### config.mk
export PLATFORM = sky130hd
export DESIGN_NAME = oam_sprite_search_flat
export DESIGN_NICKNAME = d
export VERILOG_FILES = /design/src/rtl/oam_sprite_search_pkg.sv /design/src/rtl/oam_sprite_search_if.sv /design/src/rtl/oam_sprite_search_sprite_line_buffer.sv /design/src/rtl/oam_sprite_search.sv /design/src/flat_wrapper.sv
export SDC_FILE = /design/constraint.sdc
export NUM_CORES = 1
export LEC_CHECK = 0
export BUFFER_PORTS_ARGS = -buffer_cell sky130_fd_sc_hd__buf_4
export CAP_MARGIN = 40
export CORE_MARGIN = 5
export CORE_UTILIZATION = 66
export DETAILED_ROUTE_END_ITERATION = 16
export PLACE_DENSITY = 0.86
export SYNTH_ARGS = -nofsm -noshare
export SYNTH_HDL_FRONTEND = slang
export SYNTH_SLANG_ARGS = --single-unit
### constraint.sdc
create_clock -name clk -period 10.8 [get_ports clk]
set_clock_uncertainty 0.2 [all_clocks]
set_input_delay 0 -clock clk [delete_from_list [all_inputs] [get_ports clk]]
set_output_delay 0 -clock clk [all_outputs]
set_load 0.02 [all_outputs]
### src/rtl/oam_sprite_search_pkg.sv
// Shared types for the mode-2 OAM sprite search: line-buffer entry layout, FSM states
// and the hit arithmetic used by the scanner.
package oam_sprite_search_pkg;

    localparam int NUM_SPRITES      = 40;
    localparam int MAX_LINE_SPRITES = 10;
    localparam int OAM_ADDR_W       = 8;

    typedef enum logic {
        SPRITE_8  = 1'b0,
        SPRITE_16 = 1'b1
    } sprite_size_e;

    typedef struct packed {
        logic [5:0] oam_index;
        logic [7:0] x;
        logic [3:0] row;
    } line_sprite_t;

    typedef line_sprite_t line_sprite_buf_t [0:MAX_LINE_SPRITES-1];

    typedef enum logic [1:0] {
        IDLE  = 2'd0,
        FETCH = 2'd1,
        CHECK = 2'd2,
        DONE  = 2'd3
    } oam_search_state_e;

    function automatic logic [8:0] sprite_height(input logic size);
        return (size == SPRITE_16) ? 9'd16 : 9'd8;
    endfunction

    // OAM Y is biased by 16; a borrow wraps to a large value so sprites below ly+16 never hit.
    function automatic logic [8:0] hit_diff(input logic [7:0] ly, input logic [7:0] y);
        return {1'b0, ly} + 9'd16 - {1'b0, y};
    endfunction

endpackage

### src/rtl/oam_sprite_search_if.sv
// OAM RAM read port: the scanner (master) presents address and read strobe; the RAM
// (slave) returns {YPosition, XPosition} on the cycle after the strobe.
interface oam_sprite_search_if;
    import oam_sprite_search_pkg::*;

    logic [OAM_ADDR_W-1:0] oam_addr;
    logic                  oam_rd;
    logic [15:0]           oam_rdata;

    modport master (
        output oam_addr,
        output oam_rd,
        input  oam_rdata
    );

    modport slave (
        input  oam_addr,
        input  oam_rd,
        output oam_rdata
    );

endinterface

### src/rtl/oam_sprite_search_sprite_line_buffer.sv
// Per-line selected-sprite buffer with count, sticky overflow and combinational read port.
// OAM_SEARCH_XSORT_EN: insertion-sort hits by ascending X; otherwise append in OAM order.
module oam_sprite_search_sprite_line_buffer
    import oam_sprite_search_pkg::*;
(
    input  logic         clk,
    input  logic         rst,
    input  logic         clear,
    input  logic         wr_en,
    input  line_sprite_t wr_entry,
    output logic [3:0]   count,
    output logic         overflow,
    input  logic [3:0]   rd_idx,
    output line_sprite_t rd_entry
);

    line_sprite_buf_t buf_q, buf_d;
    logic [3:0]       count_q, count_d;
    logic             ovf_q, ovf_d;
`ifdef OAM_SEARCH_XSORT_EN
    logic [3:0]       pos;
`endif

    always_comb begin
        buf_d   = buf_q;
        count_d = count_q;
        ovf_d   = ovf_q;
`ifdef OAM_SEARCH_XSORT_EN
        pos     = '0;
`endif
        if (clear) begin
            for (int i = 0; i < MAX_LINE_SPRITES; i++) buf_d[i] = '0;
            count_d = '0;
            ovf_d   = 1'b0;
        end else if (wr_en) begin
            if (count_q == 4'(MAX_LINE_SPRITES)) begin
                ovf_d = 1'b1;
            end else begin
                count_d = count_q + 4'd1;
`ifdef OAM_SEARCH_XSORT_EN
                // Equal X counts as "before" so the lower OAM index (already stored) stays first.
                for (int i = 0; i < MAX_LINE_SPRITES; i++) begin
                    if (4'(i) < count_q && buf_q[i].x <= wr_entry.x) pos = pos + 4'd1;
                end
                for (int i = 1; i < MAX_LINE_SPRITES; i++) begin
                    if (4'(i) > pos && 4'(i) <= count_q) buf_d[i] = buf_q[i-1];
                end
                for (int i = 0; i < MAX_LINE_SPRITES; i++) begin
                    if (4'(i) == pos) buf_d[i] = wr_entry;
                end
`else
                for (int i = 0; i < MAX_LINE_SPRITES; i++) begin
                    if (4'(i) == count_q) buf_d[i] = wr_entry;
                end
`endif
            end
        end
    end

    always_ff @(posedge clk or posedge rst) begin
        if (rst) begin
            for (int i = 0; i < MAX_LINE_SPRITES; i++) buf_q[i] <= '0;
            count_q <= '0;
            ovf_q   <= 1'b0;
        end else begin
            buf_q   <= buf_d;
            count_q <= count_d;
            ovf_q   <= ovf_d;
        end
    end

    always_comb begin
        rd_entry = '0;
        for (int i = 0; i < MAX_LINE_SPRITES; i++) begin
            if (4'(i) == rd_idx) rd_entry = buf_q[i];
        end
    end

    assign count    = count_q;
    assign overflow = ovf_q;

endmodule

### src/rtl/oam_sprite_search.sv
// PPU mode-2 OAM scan: two cycles per entry (FETCH strobes OAM, CHECK evaluates the hit),
// selected sprites go to the line buffer. Optional X sorting via OAM_SEARCH_XSORT_EN.
module oam_sprite_search
    import oam_sprite_search_pkg::*;
(
    input  logic                 clk,
    input  logic                 rst,
    input  logic                 start,
    input  logic [7:0]           ly,
    input  logic                 sprite_size,
    oam_sprite_search_if.master  oam,
    output logic                 busy,
    output logic                 done,
    output logic [3:0]           sprite_count,
    output logic                 overflow,
    input  logic [3:0]           rd_idx,
    output logic [5:0]           rd_oam_idx,
    output logic [7:0]           rd_x,
    output logic [3:0]           rd_row,
    output oam_search_state_e    state
);

    oam_search_state_e state_q, state_d;
    logic [5:0]        idx_q;
    logic [7:0]        ly_q;
    logic              size_q;
    logic              accept;
    logic [8:0]        diff;
    logic              hit;
    line_sprite_t      hit_entry;
    line_sprite_t      rd_entry;

    // Valid/ready contract: start is a one-cycle request accepted only in IDLE;
    // done is a one-cycle completion pulse, after which the buffer holds until the next accept.
    assign accept = (state_q == IDLE) && start;

    always_ff @(posedge clk or posedge rst) begin
        if (rst) begin
            state_q <= IDLE;
            idx_q   <= '0;
            ly_q    <= '0;
            size_q  <= 1'b0;
        end else begin
            state_q <= state_d;
            if (accept) begin
                ly_q   <= ly;
                size_q <= sprite_size;
                idx_q  <= '0;
            end else if (state_q == CHECK) begin
                idx_q <= idx_q + 6'd1;
            end
        end
    end

    always_comb begin
        state_d = state_q;
        case (state_q)
            IDLE:    if (start) state_d = FETCH;
            FETCH:   state_d = CHECK;
            CHECK:   state_d = (idx_q < 6'(NUM_SPRITES - 1)) ? FETCH : DONE;
            DONE:    state_d = IDLE;
            default: state_d = IDLE;
        endcase
    end

    assign oam.oam_addr = {idx_q, 2'b00};
    assign oam.oam_rd   = (state_q == FETCH);

    assign diff = hit_diff(ly_q, oam.oam_rdata[15:8]);
    assign hit  = (state_q == CHECK) && (diff < sprite_height(size_q));

    assign hit_entry.oam_index = idx_q;
    assign hit_entry.x         = oam.oam_rdata[7:0];
    assign hit_entry.row       = diff[3:0];

    oam_sprite_search_sprite_line_buffer u_line_buffer (
        .clk      (clk),
        .rst      (rst),
        .clear    (accept),
        .wr_en    (hit),
        .wr_entry (hit_entry),
        .count    (sprite_count),
        .overflow (overflow),
        .rd_idx   (rd_idx),
        .rd_entry (rd_entry)
    );

    assign rd_oam_idx = rd_entry.oam_index;
    assign rd_x       = rd_entry.x;
    assign rd_row     = rd_entry.row;

    assign busy  = (state_q != IDLE);
    assign done  = (state_q == DONE);
    assign state = state_q;

endmodule
### src/flat_wrapper.sv
// flat-port wrapper written by rule: the top's interface ports become plain ports
module oam_sprite_search_flat import oam_sprite_search_pkg::*;
  (clk, rst, start, ly, sprite_size, busy, done, sprite_count, overflow, rd_idx, rd_oam_idx, rd_x, rd_row, state, oam_oam_addr, oam_oam_rd, oam_oam_rdata);
  oam_sprite_search_if oam_i ();
  input  logic clk;
  input  logic rst;
  input  logic start;
  input  logic [7:0] ly;
  input  logic sprite_size;
  output logic busy;
  output logic done;
  output logic [3:0] sprite_count;
  output logic overflow;
  input  logic [3:0] rd_idx;
  output logic [5:0] rd_oam_idx;
  output logic [7:0] rd_x;
  output logic [3:0] rd_row;
  output oam_search_state_e state;
  output wire logic [$bits(oam_i.oam_addr)-1:0] oam_oam_addr;
  output wire logic [$bits(oam_i.oam_rd)-1:0] oam_oam_rd;
  input wire logic [$bits(oam_i.oam_rdata)-1:0] oam_oam_rdata;
  assign oam_oam_addr = oam_i.oam_addr;
  assign oam_oam_rd = oam_i.oam_rd;
  assign oam_i.oam_rdata = oam_oam_rdata;
  oam_sprite_search u_core (.clk(clk), .rst(rst), .start(start), .ly(ly), .sprite_size(sprite_size), .oam(oam_i), .busy(busy), .done(done), .sprite_count(sprite_count), .overflow(overflow), .rd_idx(rd_idx), .rd_oam_idx(rd_oam_idx), .rd_x(rd_x), .rd_row(rd_row), .state(state));
endmodule
; ---- Word level (Yosys, flattened, before mapping)
; Cells that the tools add are included.
[word_totals]
regBits = 202
inputBits = 32
out_inout_bits = 36
[classes]
addsub = 4
order_cmp = 2
eq_ne = 24
n_mux = 35
reduce_logical = 31
[op_table]
columns = op, count
row1 = 180-bit 2-to-1 mux, 3
row2 = 18-bit 2-to-1 mux, 20
row3 = "3-bit by 4-bit equality test with 1-bit output, first input constant", 8
row4 = 3-bit AND reduction, 10
row5 = 2-bit nonzero test, 14
row6 = "2-bit by 4-bit equality test with 1-bit output, first input constant", 4
row7 = "4-bit equality test, first input constant", 4
row8 = 4-bit 2-to-1 mux, 3
row9 = 6-bit 2-to-1 mux, 2
row10 = "8-bit by 5-bit adder with 9-bit output, second input constant", 1
row11 = 9-bit less-than comparator, 1
row12 = 9-bit by 8-bit subtractor with 9-bit output, 1
row13 = "1-bit by 4-bit equality test with 1-bit output, first input constant", 2
row14 = 4-bit logical NOT, 2
row15 = 2-bit case mux with 4 select lines, 1
row16 = "6-bit by 1-bit adder with 6-bit output, second input constant", 1
row17 = "6-bit less-than comparator, second input constant", 1
row18 = 5-bit 2-to-1 mux, 1
row19 = "4-bit by 1-bit adder with 4-bit output, second input constant", 1
row20 = "2-bit equality test, second input constant", 2
row21 = "4-bit equality test, second input constant", 1
row22 = 2-bit 2-to-1 mux, 2
row23 = 2-bit AND reduction, 2
row24 = 1-bit 2-to-1 mux, 3
row25 = 5 further kinds, 6

; ---- Depth between registers and ports, before layout
; Gate-level depths: netlist (run 1).
[logic_depth]
depth_word = 11
ltp_mapped = 15
ltp_nobuf = 12

; ---- Modules after synthesis
; Synthesis (run 1) repeated with hierarchy kept, for this count alone.
[unflattened]
hier_cells = 1240
hier_area_um2 = 10680.2
[modules_own_cells]
columns = module, instances, cells_each, area_per_inst_um2, seq_area_each_um2
row1 = oam_sprite_search_sprite_line_buffer, 1, 1096, 9465.3, 4629.4
row2 = oam_sprite_search, 1, 144, 1214.9, 425.4

; ---- Least setup slack after synthesis (run 1)
; OpenSTA, ideal clock, no wires.
[synth_path]
path_type = flip-flop to flip-flop
from = register u_core.ly_q[2]
to = register u_core.u_line_buffer.buf_q[139] (netlist bit)
setup_ps = 137
arrival_time_ps = 3094
required_time_ps = 10463
slack_ps = 7369
path_stages_with_launch = 13
n_path_buf = 2
period_less_slack_ps = 3431
path_cell_list = dfrtp_1 > ha_1 > ha_1 > a21oi_1 > o21ai_0 > xnor2_1 > ha_1 > a211o_1 > a311o_1 > or4_1 > buf_4 > buf_6 > mux2i_1
[synth_between]
elab_chain_cells = 6
[synth_rtl]
columns = item, line_no
row1 = "start, declared", oam_sprite_search.sv:25  ; logic [7:0] ly_q;
row2 = "start signal, assigned", oam_sprite_search.sv:46  ; ly_q <= ly;
row3 = 8-bit by 5-bit adder with 9-bit output, oam_sprite_search_pkg.sv:35  ; return {1'b0, ly} + 9'd16 - {1'b0, y};
row4 = 9-bit by 8-bit subtractor with 9-bit output, oam_sprite_search_pkg.sv:35
row5 = 9-bit less-than comparator, oam_sprite_search.sv:70  ; assign hit = (state_q == CHECK) && (diff < sprite_height(size_q));
row6 = 1-bit logical AND, oam_sprite_search.sv:70
row7 = 2-bit nonzero test (no source line), --
row8 = 3-bit AND reduction (no source line), --
row9 = "end signal, assigned", oam_sprite_search_sprite_line_buffer.sv:66  ; buf_q <= buf_d;
row10 = "end, declared", oam_sprite_search_sprite_line_buffer.sv:17  ; line_sprite_buf_t buf_q, buf_d;
; No other way between the ends.
; A chain may end at the register's enable or synchronous reset.

; ---- Worst setup path after layout (run 1)
[layout_path]
from = register u_core.ly_q[3]
to = register u_core.u_line_buffer.buf_q[156] (netlist bit)
; Same word-level chain as after synthesis.

==> results.toml, run 1 <==
[sta]
fin_setup_tns_ns = 0
finalHoldViolations = 0
setup_viol = 0
min_period_ns = 4.34
tightestPinTransition_ns = 0.870
relSlewSlack = 0.420
fin_crit_sh = 0.402
rsz0062_at_grt = "no"
slew_violations = 0
layout_setup_ws_ns = 6.46
max_freq_mhz = 230

[synthesis]
synth-xor-area-share = 0.00166
ys_ff_latch = 202
synth_area_mm2 = 0.0105
ys_types = 49
synth_top_family_by_area = "multiplexers"
synthCells = 1051
yosys-top-cells-area = "dfrtp_1, mux2i_1, nand2_1"
yosysSeqAreaShare = 0.479
ys_warn_count = 0
synthSimpleGateAreaFrac = 0.145
synthAdderAreaFrac = 0.0268
synth_flop_cell = "dfrtp_1"
muxShareOfSynthArea = 0.205
async_flop_share = 1.00
synth_edf_count = 0
yosys.area.top_type_share = 0.479
synth_compound_area_frac = 0.0904
synth_area_leader_cell = "dfrtp_1"
syn_area_per_cell_um2 = 10.0

[finish]
nNetsFinal = 1155
layout-drive-gt1-share = 0.138
antennaDiodeCount = 0
areaGrowthSynthToFinish_pct = 14.8
fill_cells = 980

[min_path]
hp-start = "ly[3]"
holdPathEnd = "u_core.ly_q[3]"
hp-class = "input port to flip-flop"
whs_path_depth = 3

[floorplanning]
start_util = 0.669
die_w_um = 136
coreArea_mm2 = 0.0158
die-height_um = 136
ioPinCount = 68
die_area_mm2 = 0.0186
rows = 46

[global_routing]
grt_pass1_wl_um = 45200
gr-total-overflow = 0
antenna_found_initial = 0
grt_pass1_vias = 8630
grt_max_degree = 110
grt.total_usage = 0.306

[worst_setup_path]
worstSetupPathType = "flip-flop to flip-flop"
cpMaxStageDelayCell = "or4_1"
crit_chain = "ha_1 -> ha_1 -> inv_1 -> o21ai_0 -> xnor2_1 -> ha_1 -> a211o_1 -> a311o_1 -> or4_1 -> buf_8 -> mux2i_1"
cp_top_family = "compound AO/OA/AOI/OAI gates"
r2r_start = "u_core.ly_q[3]"
cpPeakStageDelay_ns = 0.89
rr_worst_depth = 11
cp.required_ns = 10.95
path_max_fanout = 14
cp-startpoint = "u_core.ly_q[3]"
rr_endpoint = "u_core.u_line_buffer.buf_q[156]"
critical_path_buf_inv_count = 2
cp_common_cell = "ha_1"
crit_arrival_ns = 4.49
rrSetupSlack_ns = 6.46
end_kind = "flip-flop"
startpoint_type = "flip-flop"

[detailed_routing]
drt_iter0_drc = 896
wl_per_cell_um = 21.0
num_vias = 8478
finalWirelength_um = 27900
first_pass_iters = 5
drtAntennaViolNets = 0
vias_per_cell = 6.38
drc = 0

[clock_tree]
cts.reportedPaths.clkPinSlew_ns = 0.06
cts_root_buf = "clkbuf_16"
cts.sinks = 202
cts_tree = "done"
clkLatencyLatePin_ns = 0.50
ctsLongestPathBuffers = 3
htree_levels = 1
cts_buffers = 21
cts_resized = 0

[power]
peakVddDrop_uv = 210
powerDensity_mw_per_mm2 = 191
p_leak_nw = 5.48

[placement]
dp_hpwl_um = 16200
gp_congestion = 0.850
detailedPlace.worstSlack_ns = 6.68
io_buffer_count = 65

[run_status]
status = "complete, no violations"

[job]
max_cap_violations = 0
[placed cells by master, fill, tap and decap left out, types with 7 or more instances in the layout]
cell type      instances
a21oi_1               32
a221oi_1               9
a31oi_1                9
buf_4                 79
clkbuf_16             21
dfrtp_1              202
dlygate4sd3_1         22
ha_1                  21
inv_1                 34
mux2_2                16
mux2i_1              198
nand2_1              254
nand2b_1               9
nor2_1                12
nor2b_1                8
nor3_1                10
nor3b_1                9
nor4_2                 8
o21ai_0               34
o21bai_1               7
o22ai_1               24
o32a_1                 8
or3b_2                 9
[worst max path at each step]
stage                     slack, ns                              end  depth (start not counted)
after detailed placement       6.68  u_core.u_line_buffer.buf_q[157]                         11
after global routing           6.32  u_core.u_line_buffer.buf_q[142]                         11
after floorplan                5.09                  u_core.idx_q[0]                          1
final                          6.46  u_core.u_line_buffer.buf_q[156]                         11
after CTS                      6.64  u_core.u_line_buffer.buf_q[156]                         11
after global placement         6.67  u_core.u_line_buffer.buf_q[126]                         10
[Yosys cell counts (2+ instances only)]
| master | number |
|---|---|
| a211o_1 | 4 |
| a211oi_1 | 2 |
| a21oi_1 | 32 |
| a221oi_1 | 9 |
| a22o_1 | 2 |
| a22oi_1 | 5 |
| a31oi_1 | 9 |
| buf_1 | 4 |
| buf_2 | 4 |
| buf_4 | 11 |
| buf_6 | 8 |
| clkbuf_1 | 55 |
| dfrtp_1 | 202 |
| ha_1 | 21 |
| inv_1 | 35 |
| mux2_2 | 16 |
| mux2i_1 | 198 |
| nand2_1 | 255 |
| nand2b_1 | 9 |
| nand3_1 | 4 |
| nand3b_1 | 5 |
| nand4_1 | 2 |
| nor2_1 | 12 |
| nor2b_1 | 8 |
| nor3_1 | 10 |
| nor3b_1 | 9 |
| nor4_1 | 11 |
| nor4b_1 | 2 |
| o211ai_1 | 3 |
| o21a_1 | 3 |
| o21ai_0 | 34 |
| o21bai_1 | 7 |
| o22ai_1 | 24 |
| o32a_1 | 8 |
| o32ai_1 | 2 |
| or3_1 | 3 |
| or3b_2 | 9 |
| or4_1 | 2 |
| xnor2_1 | 2 |
[sequential cells by signal, indices dropped and copies added, names as in the netlist]
| register | cells |
|---|---|
| u_core.u_line_buffer.buf_q | 180 |
| u_core.ly_q | 8 |
| u_core.idx_q | 6 |
| u_core.u_line_buffer.count | 4 |
| u_core.state | 2 |
| u_core.size_q | 1 |
| u_core.u_line_buffer.overflow | 1 |
[power by group]
part | leakage [nW] | total, mW | internal (mW) | switching, mW
clock network | 0.345 | 0.741 | 0.444 | 0.297
logic | 2.33 | 0.727 | 0.235 | 0.492
registers | 2.80 | 0.845 | 0.805 | 0.0399
total | 5.48 | 2.31 | 1.48 | 0.829
[worst reg2reg max path: stages (launching register included)]
cell and delay (ns):
dfrtp_1 0.39, ha_1 0.32, ha_1 0.35, inv_1 0.07, o21ai_0 0.38, xnor2_1 0.13
ha_1 0.20, a211o_1 0.28, a311o_1 0.56, or4_1 0.90, buf_8 0.28, mux2i_1 0.13
[layer usage]
layer | share of wire | up-vias | wire [um] | GRT usage
met5 | 0 | - | 0 | 0
met4 | 0.038 | 0 | 1050 | 0.124
met3 | 0.087 | 104 | 2430 | 0.0574
met2 | 0.47 | 440 | 13000 | 0.477
met1 | 0.41 | 4195 | 11400 | 0.428
li1 | - | 3739 | - | -
[layout make-up]
cell class                 count  area [um^2]  share of cell area
sequential                   202         5050               0.418
multi-input combinational    733         5000               0.413
timing repair buffer         108          943              0.0779
clock buffer                  30          619              0.0512
tap                          216          270              0.0223
inverter                      35          139              0.0115
clock inverter                 5         75.1             0.00620
[per-stage QoR]
stage | std cells | power (mW) | hold slack, ns | instance area (um^2) | util
global placement | 1264 | 1.50 | 0.0329 | 11100 | 0.701
CTS | 1329 | 2.28 | 0.0610 | 12100 | 0.768
global route | 1329 | 2.41 | 0.0907 | 12100 | 0.768
detailed placement | 1272 | 1.53 | -0.202 | 11200 | 0.710
floorplan | 1052 | 1.30 | -0.0494 | 10500 | -
finish | 1329 | 2.31 | 0.0715 | 12100 | 0.768
[logic make-up (layout without fill, tap and decap cells)]
kind of cell / after synthesis / after routing
buffers and inverters: 117 / 178
DFF: 202 / 202
muxes: 214 / 214
adders and majority gates: 22 / 22
AOI/OAI and AO/OA: 148 / 148
xor gates and xnor gates: 2 / 2
and+or+nand+nor: 345 / 345
other: 1 / 2
[repair_timing]
item | in CTS | in global routing
endpoints found under the hold margin | 307 | 0
buffers inserted | 0 | 0
hold buffers | 22 | 0
(Power assumes the default switching activity.)
==> run 2, diff against run 1 <==
--- a/config.mk
+++ b/config.mk
@@ -8,9 +8,9 @@
 export BUFFER_PORTS_ARGS = -buffer_cell sky130_fd_sc_hd__buf_4
 export CAP_MARGIN = 40
 export CORE_MARGIN = 5
-export CORE_UTILIZATION = 66
+export CORE_UTILIZATION = 55
 export DETAILED_ROUTE_END_ITERATION = 16
-export PLACE_DENSITY = 0.86
+export PLACE_DENSITY = 0.76
 export SYNTH_ARGS = -nofsm -noshare
 export SYNTH_HDL_FRONTEND = slang
 export SYNTH_SLANG_ARGS = --single-unit
==> constraint.sdc (replaced) <==
create_clock -name clk -period 3.9 [get_ports clk]
set_clock_uncertainty 0.2 [all_clocks]
set_input_delay 0 -clock clk [delete_from_list [all_inputs] [get_ports clk]]
set_output_delay 0 -clock clk [all_outputs]
set_load 0.02 [all_outputs]
==> run 2 against run 1 <==
  * The run now ends with negative hold slack left
  * Worst hold slack lost 0.073 ns
  * Largest cell class unchanged
  * Die area grew 18%
  * Highest routed layer unchanged
  * Via count shrank 3.6%
  * Maximum frequency grew 16%
==> results.toml, run 2 (same netlist as run 1, synthesis figures left out) <==
[run_status]
status = "finished with violations"
violations = "negative hold slack"

[floorplanning]
die_w_um = 148
start_util = 0.562
ioPinCount = 68
coreArea_mm2 = 0.0188
die-height_um = 148
die_area_mm2 = 0.0220
rows = 50

[sta]
slew_violations = 0
min_period_ns = 3.74
fin_crit_sh = 0.959
tightestPinTransition_ns = 0.830
max_freq_mhz = 268
setup_viol = 0
rsz0062_at_grt = "no"
finalHoldViolations = 2
fin_hold_ws_ns = -0.00119
fin_setup_tns_ns = 0
relSlewSlack = 0.444
layout_setup_ws_ns = 0.162

[worst_setup_path]
rr_worst_depth = 12
cp-startpoint = "u_core.ly_q[3]"
rrSetupSlack_ns = 0.16
r2r_start = "u_core.ly_q[3]"
worstSetupPathType = "flip-flop to flip-flop"
crit_end = "u_core.u_line_buffer.buf_q[168]"
path_max_fanout = 18
crit_arrival_ns = 3.95
startpoint_type = "flip-flop"
end_kind = "flip-flop"
rr_endpoint = "u_core.u_line_buffer.buf_q[168]"
cp.required_ns = 4.11

[detailed_routing]
num_vias = 8173
drc = 0
first_pass_iters = 5
vias_per_cell = 6.01
drtAntennaViolNets = 0
drt_iter0_drc = 794
wl_per_cell_um = 20.1
finalWirelength_um = 27300

[global_routing]
grt.total_usage = 0.249
grt_max_degree = 97
gr-total-overflow = 0
antenna_found_initial = 0
grt_pass1_vias = 8241
grt_pass1_wl_um = 44500

[finish]
final_cells = 1359
largest_register = "u_core.u_line_buffer.buf_q"
layout_common_cells = "nand2_1, dfrtp_1, mux2i_1"
areaGrowthSynthToFinish_pct = 16.9
largest_register_ffs = 180
layout-drive-gt1-share = 0.144
antennaDiodeCount = 0
reg_top3 = "u_core.u_line_buffer.buf_q: 180 flops, u_core.ly_q: 8 flops, u_core.idx_q: 6 flops"
layout.cells.most_common = "nand2_1"
nNetsFinal = 1164

[job]
max_cap_violations = 0

[clock_tree]
ctsLongestPathBuffers = 3
clkLatencyLatePin_ns = 0.51
cts_buffers = 22
htree_levels = 1
cts.reportedPaths.clkPinSlew_ns = 0.06
cts_tree = "done"
cts.sinks = 202
cts_root_buf = "clkbuf_16"
post_cts_buffers = 0

[min_path]
hp-class = "input port to asynchronous set/reset pin"

[power]
p_leak_nw = 5.55
peakVddDrop_uv = 676
powerDensity_mw_per_mm2 = 529

[placement]
dp_cells = 1294
dp_hpwl_um = 16300
gp_congestion = 0.846
detailedPlace.worstSlack_ns = 0.181
io_buffer_count = 65
## run 2: critical path: stages (launching register included)
cell and delay [ns]:
dfrtp_1 0.40, ha_1 0.32, ha_1 0.37, inv_1 0.08
o21ai_1 0.20, xnor2_1 0.10, ha_1 0.19, a211o_1 0.27
a311o_1 0.41, buf_4 0.21, nor4_2 0.39, buf_12 0.25
mux2i_1 0.24
## run 2: cell type report
class | count | area (um^2)
Clock buffer | 32 | 658
Timing Repair Buffer | 116 | 1070
Multi-Input combinational cell | 733 | 5010
Sequential cell | 202 | 5050
Tap cell | 234 | 293
Clock inverter | 7 | 96.3
Fill cell | 1444 | 6440
Inverter | 35 | 135
## run 2: what timing repair did
action | 4_1_cts | 5_1_grt
hold buffers | 25 | 0
endpoints found under the setup margin | 0 | 96
gates resized for setup | 0 | 2
endpoints found under the hold margin | 155 | 0
## run 2: per-layer routing
layer / share of wire / vias to the layer above / GRT usage
li1: - / 3761 / -
met1: 0.44 / 4087 / 0.348
met5: 0 / - / 0
met4: 0.024 / 0 / 0.0697
met2: 0.48 / 277 / 0.408
met3: 0.059 / 48 / 0.0369
## run 2: report_power, final
part | total, mW | internal, mW | switching (mW)
combinational | 2.03 | 0.715 | 1.31
sequential | 2.33 | 2.23 | 0.103
clock | 2.16 | 1.30 | 0.852
total | 6.52 | 4.25 | 2.27
## run 2: how the worst min path moves through the flow
| stage | start | endpoint | slack (ns) | depth (start not counted) |
|---|---|---|---|---|
| 2_1_floorplan | ly[0] | u_core.ly_q[0] | -0.05 | 1 |
| 3_3_place_gp | rst | u_core.u_line_buffer.buf_q[157] | -0.01 | 2 |
| 3_5_place_dp | rst | u_core.u_line_buffer.buf_q[157] | -0.03 | 2 |
| 4_1_cts | rst | u_core.u_line_buffer.buf_q[84] | 0.02 | 3 |
| 5_1_grt | rst | u_core.u_line_buffer.buf_q[150] | 0.06 | 3 |
| 6_report | rst | u_core.u_line_buffer.buf_q[157] | -0.001 | 3 |
## run 2: through the flow
| stage | instance area, um^2 | power, mW | hold slack [ns] | utilization |
|---|---|---|---|---|
| finish | 12300 | 6.52 | -0.00119 | 0.657 |
| floorplan | 10600 | 3.61 | -0.0494 | - |
| CTS | 12300 | 6.51 | 0.0163 | 0.656 |
| global route | 12300 | 6.85 | 0.0630 | 0.657 |
| detailed placement | 11300 | 4.29 | -0.0254 | 0.602 |
| global placement | 11300 | 4.23 | -0.0106 | 0.601 |
==> run 3, diff against run 2 <==
--- a/config.mk
+++ b/config.mk
@@ -11,6 +11,7 @@
 export CORE_UTILIZATION = 55
 export DETAILED_ROUTE_END_ITERATION = 16
 export PLACE_DENSITY = 0.76
+export REMOVE_ABC_BUFFERS = 1
 export SYNTH_ARGS = -nofsm -noshare
 export SYNTH_HDL_FRONTEND = slang
 export SYNTH_SLANG_ARGS = --single-unit
==> run 3 against run 2 <==
  * The run now ends clean
  * Cell area up 0.76%
  * Non-clock buffer count rose by 6
  * Sequential share of layout area decreased by 0.31 points
  * Global-route usage decreased by 0.36 points
  * Routed wire length shrank 2.0%
  * Flip-flop and latch count is the same
  * Critical path type unchanged
  * Critical endpoint is now u_core.u_line_buffer.buf_q[3]
  * Largest cell class unchanged
==> results.toml, run 3 (same netlist as run 1, synthesis figures left out) <==
[floorplanning]
die_w_um = 148
coreArea_mm2 = 0.0188
ioPinCount = 68
start_util = 0.562
die-height_um = 148
rows = 50
die_area_mm2 = 0.0220

[finish]
layout.cells.most_common = "nand2_1"
largest_register = "u_core.u_line_buffer.buf_q"
reg_top3 = "u_core.u_line_buffer.buf_q: 180 flops, u_core.ly_q: 8 flops, u_core.idx_q: 6 flops"
areaGrowthSynthToFinish_pct = 17.8
fill_cells = 1433
layout-drive-gt1-share = 0.155
largest_register_ffs = 180
fin_util = 0.662
nNetsFinal = 1170
layout_common_cells = "nand2_1, dfrtp_1, mux2i_1"
multi_input_area_mm2 = 0.00503
register_area_mm2 = 0.00505
antennaDiodeCount = 0
stdcell_area_mm2 = 0.0124

[clock_tree]
ctsLongestPathBuffers = 3
htree_levels = 1
cts.reportedPaths.clkPinSlew_ns = 0.06
cts.sinks = 202
cts_buffers = 22
clkLatencyLatePin_ns = 0.52
cts_tree = "done"
cts_root_buf = "clkbuf_16"
post_cts_buffers = 0

[worst_setup_path]
startpoint_type = "flip-flop"
end_kind = "flip-flop"
worstSetupPathType = "flip-flop to flip-flop"
path_max_fanout = 18
crit_arrival_ns = 3.95
cp.required_ns = 4.13

[detailed_routing]
wl_per_cell_um = 19.6
first_pass_iters = 8
drc = 0
drtAntennaViolNets = 0
drt_iter0_drc = 610
finalWirelength_um = 26700
num_vias = 8144
vias_per_cell = 5.96

[power]
peakVddDrop_uv = 549
pwr-share-seq = 0.359
total_power_mw = 6.48
internal_power_mw = 4.25
pwr-share-clk = 0.340
p_leak_nw = 5.61
powerDensity_mw_per_mm2 = 522
p_switching_mw = 2.24
p_comb_frac = 0.301
p_sw_frac = 0.345

[sta]
tightestPinTransition_ns = 0.883
finalHoldViolations = 0
min_period_ns = 3.72
fin_setup_tns_ns = 0
slew_violations = 0
relSlewSlack = 0.410
rsz0062_at_grt = "yes"
max_freq_mhz = 269
setup_viol = 0
fin_crit_sh = 0.954
fin_hold_ws_ns = 0.0507

[placement]
post_dp_cell_area_mm2 = 0.0114
gp_congestion = 0.823
dp_hpwl_um = 16100
io_buffer_count = 65

[job]
max_cap_violations = 0

[global_routing]
grt.total_usage = 0.245
grt_pass1_vias = 8164
grt_pass1_wl_um = 43800
antenna_found_initial = 0
grt_max_degree = 98
gr-total-overflow = 0

[min_path]
hp-class = "input port to flip-flop"

[run_status]
status = "complete, no violations"
run 3: final cells by class:
cell class / count / share of cell area
Sequential cell: 202 / 0.407
Multi-Input combinational cell: 733 / 0.405
Clock buffer: 30 / 0.0508
Tap cell: 234 / 0.0236
Clock inverter: 10 / 0.0112
Inverter: 35 / 0.0112
Timing Repair Buffer: 122 / 0.0914
run 3: timing repair:
action	in CTS	in global routing
endpoints found under the setup margin	0	36
gates resized for setup	0	3
hold buffers	21	0
endpoints found under the hold margin	308	0
run 3: path summary, 6_finish.rpt:
kind / startpoint / cells after the start / slack [ns] / end
setup / recovery: u_core.ly_q[2] / 12 / 0.18 / u_core.u_line_buffer.buf_q[3]
hold / removal: ly[0] / 3 / 0.05 / u_core.ly_q[0]
setup reg to reg: u_core.ly_q[2] / 12 / 0.18 / u_core.u_line_buffer.buf_q[3]
hold reg to reg: u_core.u_line_buffer.overflow / 1 / 0.30 / u_core.u_line_buffer.overflow
max in group asynchronous: rst / 5 / 2.22 / u_core.u_line_buffer.buf_q[67]
min in group asynchronous: rst / 4 / 0.46 / u_core.u_line_buffer.buf_q[167]
run 3: critical path: stages, from the launching register on:
cell,delay (ns)
dfrtp_1,0.37
ha_1,0.30
ha_1,0.30
a21oi_1,0.18
o21ai_0,0.15
xnor2_1,0.16
ha_1,0.19
a211o_1,0.26
a311o_1,0.40
buf_4,0.22
nor4_2,0.40
buf_12,0.25
mux2i_1,0.25
run 3: power groups by stage:
stage / Combinational, mW / Sequential [mW] / Clock (mW)
final: 1.95 / 2.33 / 2.20
after global routing: 2.16 / 2.35 / 2.31
after CTS: 1.92 / 2.33 / 2.23
after detailed placement: 1.90 / 2.37 / 0
after global placement: 1.86 / 2.36 / 0
after floorplan: 1.16 / 2.37 / 0
run 3: stage by stage:
step	instances	setup WS, ns
finish	1366	0.181
global placement	1301	0.287
floorplan	970	-1.81
CTS	1366	0.160
global route	1366	-0.0400
detailed placement	1305	0.183
run 3: metal layers:
layer | vias up | share of wire | GRT usage
met5 | - | 0 | 0
met4 | 0 | 0.027 | 0.0624
li1 | 3764 | - | -
met1 | 4040 | 0.43 | 0.348
met3 | 59 | 0.061 | 0.0384
met2 | 281 | 0.48 | 0.397
